<file path="config.mk">
export PLATFORM = sky130hd
export DESIGN_NAME = ram_scan_ctrl
export DESIGN_NICKNAME = d
export VERILOG_FILES = /design/src/rtl/ram_scan_ctrl.sv
export SDC_FILE = /design/constraint.sdc
export NUM_CORES = 1
export LEC_CHECK = 0
export ABC_AREA = 1
export BUFFER_PORTS_ARGS = -buffer_cell sky130_fd_sc_hd__buf_2
export CORE_MARGIN = 2
export CORE_UTILIZATION = 35
export DETAILED_ROUTE_END_ITERATION = 16
export MAX_ROUTING_LAYER = met4
export PLACE_DENSITY = 0.47
export SLEW_MARGIN = 20
export SYNTH_ARGS = -nofsm -noshare
export SYNTH_HDL_FRONTEND = slang
export SYNTH_SLANG_ARGS = --single-unit
export TNS_END_PERCENT = 10
</file>
<file path="constraint.sdc">
create_clock -name clk -period 5.1 [get_ports clk]
set_input_delay 0.51 -clock clk [delete_from_list [all_inputs] [get_ports clk]]
set_output_delay 0.51 -clock clk [all_outputs]
set_load 0.02 [all_outputs]
</file>
<file path="src/rtl/ram_scan_ctrl.sv">
// ram_scan_ctrl: single-clock RAM with one write and one read port.
// After reset it zeroes every word, then serves either a manually selected
// address or an auto-scan address that advances every SCAN_DIV cycles.
module ram_scan_ctrl #(
  parameter int DATA_W         = 4,
  parameter int ADDR_W         = 5,
  parameter int SCAN_DIV       = 50_000_000,
  parameter int CLEAR_ON_RESET = 1
) (
  input  logic              clk,
  input  logic              reset_n,
  input  logic              wr_en,
  input  logic [ADDR_W-1:0] wr_addr,
  input  logic [DATA_W-1:0] wr_data,
  input  logic [ADDR_W-1:0] rd_addr,
  input  logic              scan_en,
  output logic [DATA_W-1:0] rd_data,
  output logic [ADDR_W-1:0] rd_addr_q,
  output logic              busy
);

  localparam int DEPTH = 2 ** ADDR_W;
  localparam int DIV_W = (SCAN_DIV > 1) ? $clog2(SCAN_DIV) : 1;
  localparam logic [DIV_W-1:0] DIV_LAST = DIV_W'(SCAN_DIV - 1);

  typedef enum logic {S_CLEAR, S_RUN} state_t;

  state_t             state, state_nxt;
  logic [DATA_W-1:0]  mem [DEPTH];
  logic [ADDR_W-1:0]  clr_addr;
  logic [ADDR_W-1:0]  scan_addr;
  logic [DIV_W-1:0]   div_cnt;
  logic [ADDR_W-1:0]  eff_addr;
  logic               run;

  assign run      = (state == S_RUN);
  assign busy     = (state == S_CLEAR);
  assign eff_addr = scan_en ? scan_addr : rd_addr;

  // State register; reset re-enters the clear sweep when enabled.
  always_ff @(posedge clk) begin
    if (!reset_n) state <= (CLEAR_ON_RESET != 0) ? S_CLEAR : S_RUN;
    else          state <= state_nxt;
  end

  // Next-state: leave CLEAR after the last address has been zeroed.
  always_comb begin
    state_nxt = state;
    if (state == S_CLEAR && clr_addr == '1) state_nxt = S_RUN;
  end

  // Clear address walks 0..DEPTH-1 while clearing.
  always_ff @(posedge clk) begin
    if (!reset_n)     clr_addr <= '0;
    else if (busy)    clr_addr <= clr_addr + 1'b1;
  end

  // Storage: the clear sweep owns the write port; reset alone never writes.
  always_ff @(posedge clk) begin
    if (reset_n) begin
      if (busy)       mem[clr_addr] <= '0;
      else if (wr_en) mem[wr_addr]  <= wr_data;
    end
  end

  // Scan divider and address; held at zero until the clear finishes.
  always_ff @(posedge clk) begin
    if (!reset_n) begin
      div_cnt   <= '0;
      scan_addr <= '0;
    end else if (run) begin
      if (!scan_en) begin
        div_cnt <= '0;
      end else if (div_cnt == DIV_LAST) begin
        div_cnt   <= '0;
        scan_addr <= scan_addr + 1'b1;
      end else begin
        div_cnt <= div_cnt + 1'b1;
      end
    end
  end

  // Registered read, write-first on a same-address collision.
  always_ff @(posedge clk) begin
    if (!reset_n || !run) begin
      rd_data   <= '0;
      rd_addr_q <= '0;
    end else begin
      rd_data   <= (wr_en && wr_addr == eff_addr) ? wr_data : mem[eff_addr];
      rd_addr_q <= eff_addr;
    end
  end

endmodule

</file>
; Word level (Yosys, flattened, before mapping)
; Memories as Yosys holds them, arrays and structs flattened. A register that Yosys moved wholly into a read port is not among the register bits.
; Cells that the tools add are included.
[classes]
bitwise = 1
eq_ne = 2
n_mux = 13
reduce_logical = 6
addsub = 3
[ops]
columns = cell, count
row1 = $mux 26, 2
row2 = $add 26x1->26 const B, 1
row3 = $eq 26x26->1 const B, 1
row4 = $add 5x1->5 const B, 2
row5 = $mux 5, 2
row6 = $mux 1, 8
row7 = $eq 5x5->1 const B, 1
row8 = $mux 4, 1
row9 = $reduce_or 4->1, 1
row10 = $reduce_and 3->1, 1
row11 = $logic_not 1->1, 2
row12 = $logic_and 1x1->1, 1
row13 = $logic_or 1x1->1, 1
row14 = $not 1->1, 1
[totals]
ff_bits = 42
out_inout_bits = 10
ram_bits = 128
mem_count = 1
wordCells = 31
inputBits = 18
[memory_table]
columns = name, depth, word_bits, read_ports, rd_ports_with_merged_regs, write_ports, line_no
row1 = mem, 32, 4, 1, 1, 1, 29  ; logic [DATA_W-1:0] mem [DEPTH];

; Depth between registers and ports, before layout
[depth]
word_depth = 6
depth_mapped = 13
ltp_nobuf = 11

; Least setup slack after synthesis
; OpenSTA, ideal clock, no wires.
[synth_path]
path_kind = input to register
from = in reset_n
to = mem mem[11][0] (enable)
cell_stages = 8
n_path_buf = 1
t_arrival_ps = 1670
required_time_ps = 4771
path_slack_ps = 3100
setup_ps = 329
cell_sequence = buf_4 nand2_4 clkinv_2 nand2_1 nand2_1 nand2_1 nand3_1 nor2_1
[synth_via]
elab_chain_len = 4
word_cells_on_any_way = 7
cone_classes = mux: 6 / reduce/logical: 1
[synth_rtl]
columns = item, line_no
row1 = from (decl), 11  ; input logic reset_n,
row2 = $mux 1, 60  ; if (reset_n) begin
row3 = $mux 1 (implied by the code), 62  ; else if (wr_en) mem[wr_addr] <= wr_data;
row4 = $reduce_or 4->1 (no line), --
row5 = $mux 5 (no line) or $mux 1 (tied branches), --
row6 = to (decl), 29
; Parallel ways exist; a longest one is shown, timed or not.

; Final worst setup path
[layout_path]
from = reg state, in the netlist run
to = mem mem[31][2] (enable)
[layout_via]
elab_chain_len = 5
word_cells_on_any_way = 9
cone_classes = mux: 8 / reduce/logical: 1
[layout_rtl]
columns = item, line_no
row1 = from (decl), 28  ; state_t state, state_nxt;
row2 = from (signal assigned), 42  ; if (!reset_n) state <= (CLEAR_ON_RESET != 0) ? S_CLEAR : S_RUN;
row3 = from (signal assigned), 43  ; else state <= state_nxt;
row4 = $mux 1, 61  ; if (busy) mem[clr_addr] <= '0;
row5 = $mux 1, 60
row6 = $mux 1 (implied by the code), 62
row7 = $reduce_or 4->1 (no line), --
row8 = $mux 5 (no line) or $mux 1 (tied branches), --
; Parallel ways exist; a longest one is shown, timed or not.

==> metrics <==
status=complete, no violations; Tmin final=2.87 ns; RR Startpoint=run; Leak=3.96 nW; First-pass DRT Iterations=5; total chip power=3.01 mW; Seq cells post-synth=174; CTS Buffer Depth=2; placed cell areas=8890 um2; Die Area=25500 um2; hold endpoint=div_cnt[18]; DRT antenna net count=0; area fraction of the dominant cell type after synthesis=0.454; area grow syn2layout=12.0%; PwrDens=317 nW/um2; Primary FF master, synth=edfxtp_1; Slew Viols, Final=0; Worst-path clk slew=0.07 ns; vias in the first global route=6336; initial antenna violation count=0; CTS sink cnt=174; post-synthesis sequential area ratio=0.562; Distinct cells, synth=36; Final Setup Violations=0; top post-synthesis cells by area=edfxtp_1, nand3_1, dfxtp_1, nand2_1, inv_1; worst hold path class=primary input to flop; Layout Nets=1021; largest net degree at the start of global routing=62; gpl congestion=0.842; design area=9490 um2; Worst Path Required=5.20 ns; die width=160 um; Syn Nets=999; Setup crit end kind=flop; DRT iter0 DRCs=619; Post-CTS Setup Inserts=0; Ports=28; Antenna Cells=0; Initial Util=0.359; RSZ-0062 raised after global routing=false; DR vias=6522; hold path depth=3; cell mode on critical path=nand2_1; CP startpoint kind=flop; crit-path max FO=11; min-delay src=reset_n; Syn Inst Count=977; DP HPWL=15.3 mm; first-pass GRT wire length=37.0 mm; Avg Inst Size Synth=8.67 um2; CP Class=flop to flop; Crit path arrival time=2.97 ns; share of cells above drive strength 1=0.0978; Max-Cap Viols=0; worst-path cell chain=nand2_4 > nor2_4 > nand2_1 > nand2_1 > nand3_1 > nor2_1; FFs w/ async S/R, synth=0; register-to-register setup slack=2.23 ns; critical path's slowest cell=dfxtp_1; CTS Buf Count=17; Core Util, Final=0.402; Die Ht=160 um; top post-synthesis cells by count=nand2_1, nand3_1, inv_1; GRT Overall Usage=0.196; Fin. Hold Viols=0; Routed wire per std cell=17.5 um; Fmax=0.348 GHz; skew final=0.0136 ns; Slew headroom=0.399; Post-CTS Hold Fix Bufs=0; EDFF count, synth=128; H-tree Lvls=4; Yosys warning count=0; Via density=4.90; Yosys top cell by area=edfxtp_1; TritonCTS clock tree=yes; PostCTS Resize Cnt=0; Worst Tran Pin Value=0.900 ns; grt ovf=0; total negative setup slack=0 ns; worst reg2reg path depth=6; fin crit share=0.563; mapped cell area=8470 um2; terminus of the critical flop-to-flop path=mem[31][2]; most frequent cell after synthesis=nand2_1; core area=23600 um2; crit-path max cell delay=0.59 ns; drt drc=0; final WL=23.3 mm; worst IR drop on VDD=0.166 mV; Root Buffer=clkbuf_16; I/O Buffers=27; Skew-Pair Late Insertion Delay=0.43 ns; row cnt=56
metrics by stage:
stage	cells	setup WS, ns	hold WS (ns)
6_report	1331	2.23	0.423
5_1_grt	1331	2.07	0.416
4_1_cts	1331	2.23	0.402
3_5_place_dp	1299	1.86	0.478
3_3_place_gp	1299	1.87	0.483
2_1_floorplan	977	3.10	0.451
cell families (layout without fill, tap and decap cells):
kind of cell               Yosys count  after routing  share of synthesized area
AOI/OAI and AO/OA                   53             53                     0.0377
xor gates and xnor gates             8              8                    0.00827
adders and majority gates            4              4                    0.00591
buffers and inverters              209            244                      0.101
DFF                                174            174                      0.562
and+or+nand+nor                    529            529                      0.285
report_power, final:
group          internal (mW)  switching, mW
clock network          0.700          0.629
registers               1.51        0.00408
logic                 0.0456          0.122
total                   2.25          0.755
critical path, delay by kind of cell, from the launching register on:
| family | cells | cell delay (ns) |
|---|---|---|
| and+or+nand+nor | 6 | 1.94 |
| DFF | 1 | 0.59 |
registers in the layout (all words and copies together) (netlist names):
| register | flops |
|---|---|
| clr_addr | 5 |
| div_cnt | 26 |
| mem | 128 |
| rd_addr_q | 5 |
| rd_data | 4 |
| run | 1 |
| scan_addr | 5 |
how the worst max path moves through the flow:
stage,start,cells past startpoint,end
floorplan,reset_n,8,mem[11][0]
global placement,scan_en,12,rd_data[3]
detailed placement,reset_n,7,mem[3][2]
CTS,run,6,mem[31][1]
global route,run,6,mem[31][1]
finish,run,6,mem[31][2]
cell usage in the layout, fill, tap and decap left out, types with 3 or more instances in the layout:
master,netlist,routed
nor4_1,5,5
xor2_1,4,4
dfxtp_1,46,46
inv_1,167,167
xnor2_1,4,4
nor3_1,10,10
inv_4,3,3
nor2_1,64,64
nand4_1,18,18
inv_2,5,5
a21oi_1,15,15
o21ai_0,20,20
nand2_2,4,3
nor2_4,4,4
inv_6,0,4
o21ai_2,4,4
buf_4,6,9
ha_1,4,4
a31oi_1,5,5
inv_8,0,5
buf_2,19,27
nor2_2,5,5
edfxtp_1,128,128
nand3b_1,13,13
nand2_1,213,213
clkbuf_16,0,17
nand3_1,189,189
cell type report:
type | count | area, um2
Clock inverter | 15 | 166
Sequential cell | 174 | 4760
Multi-Input combinational cell | 594 | 2860
Tap cell | 319 | 399
Inverter | 176 | 669
Fill cell | 2455 | 14100
Timing Repair Buffer | 36 | 203
Clock buffer | 17 | 425
per-layer routing:
metal | track usage | share of wire
met2 | 0.290 | 0.44
met3 | 0.0349 | 0.054
met1 | 0.276 | 0.49
met4 | 0.0504 | 0.012
met5 | - | 0
Note: power is estimated with default switching activity, not from simulation.
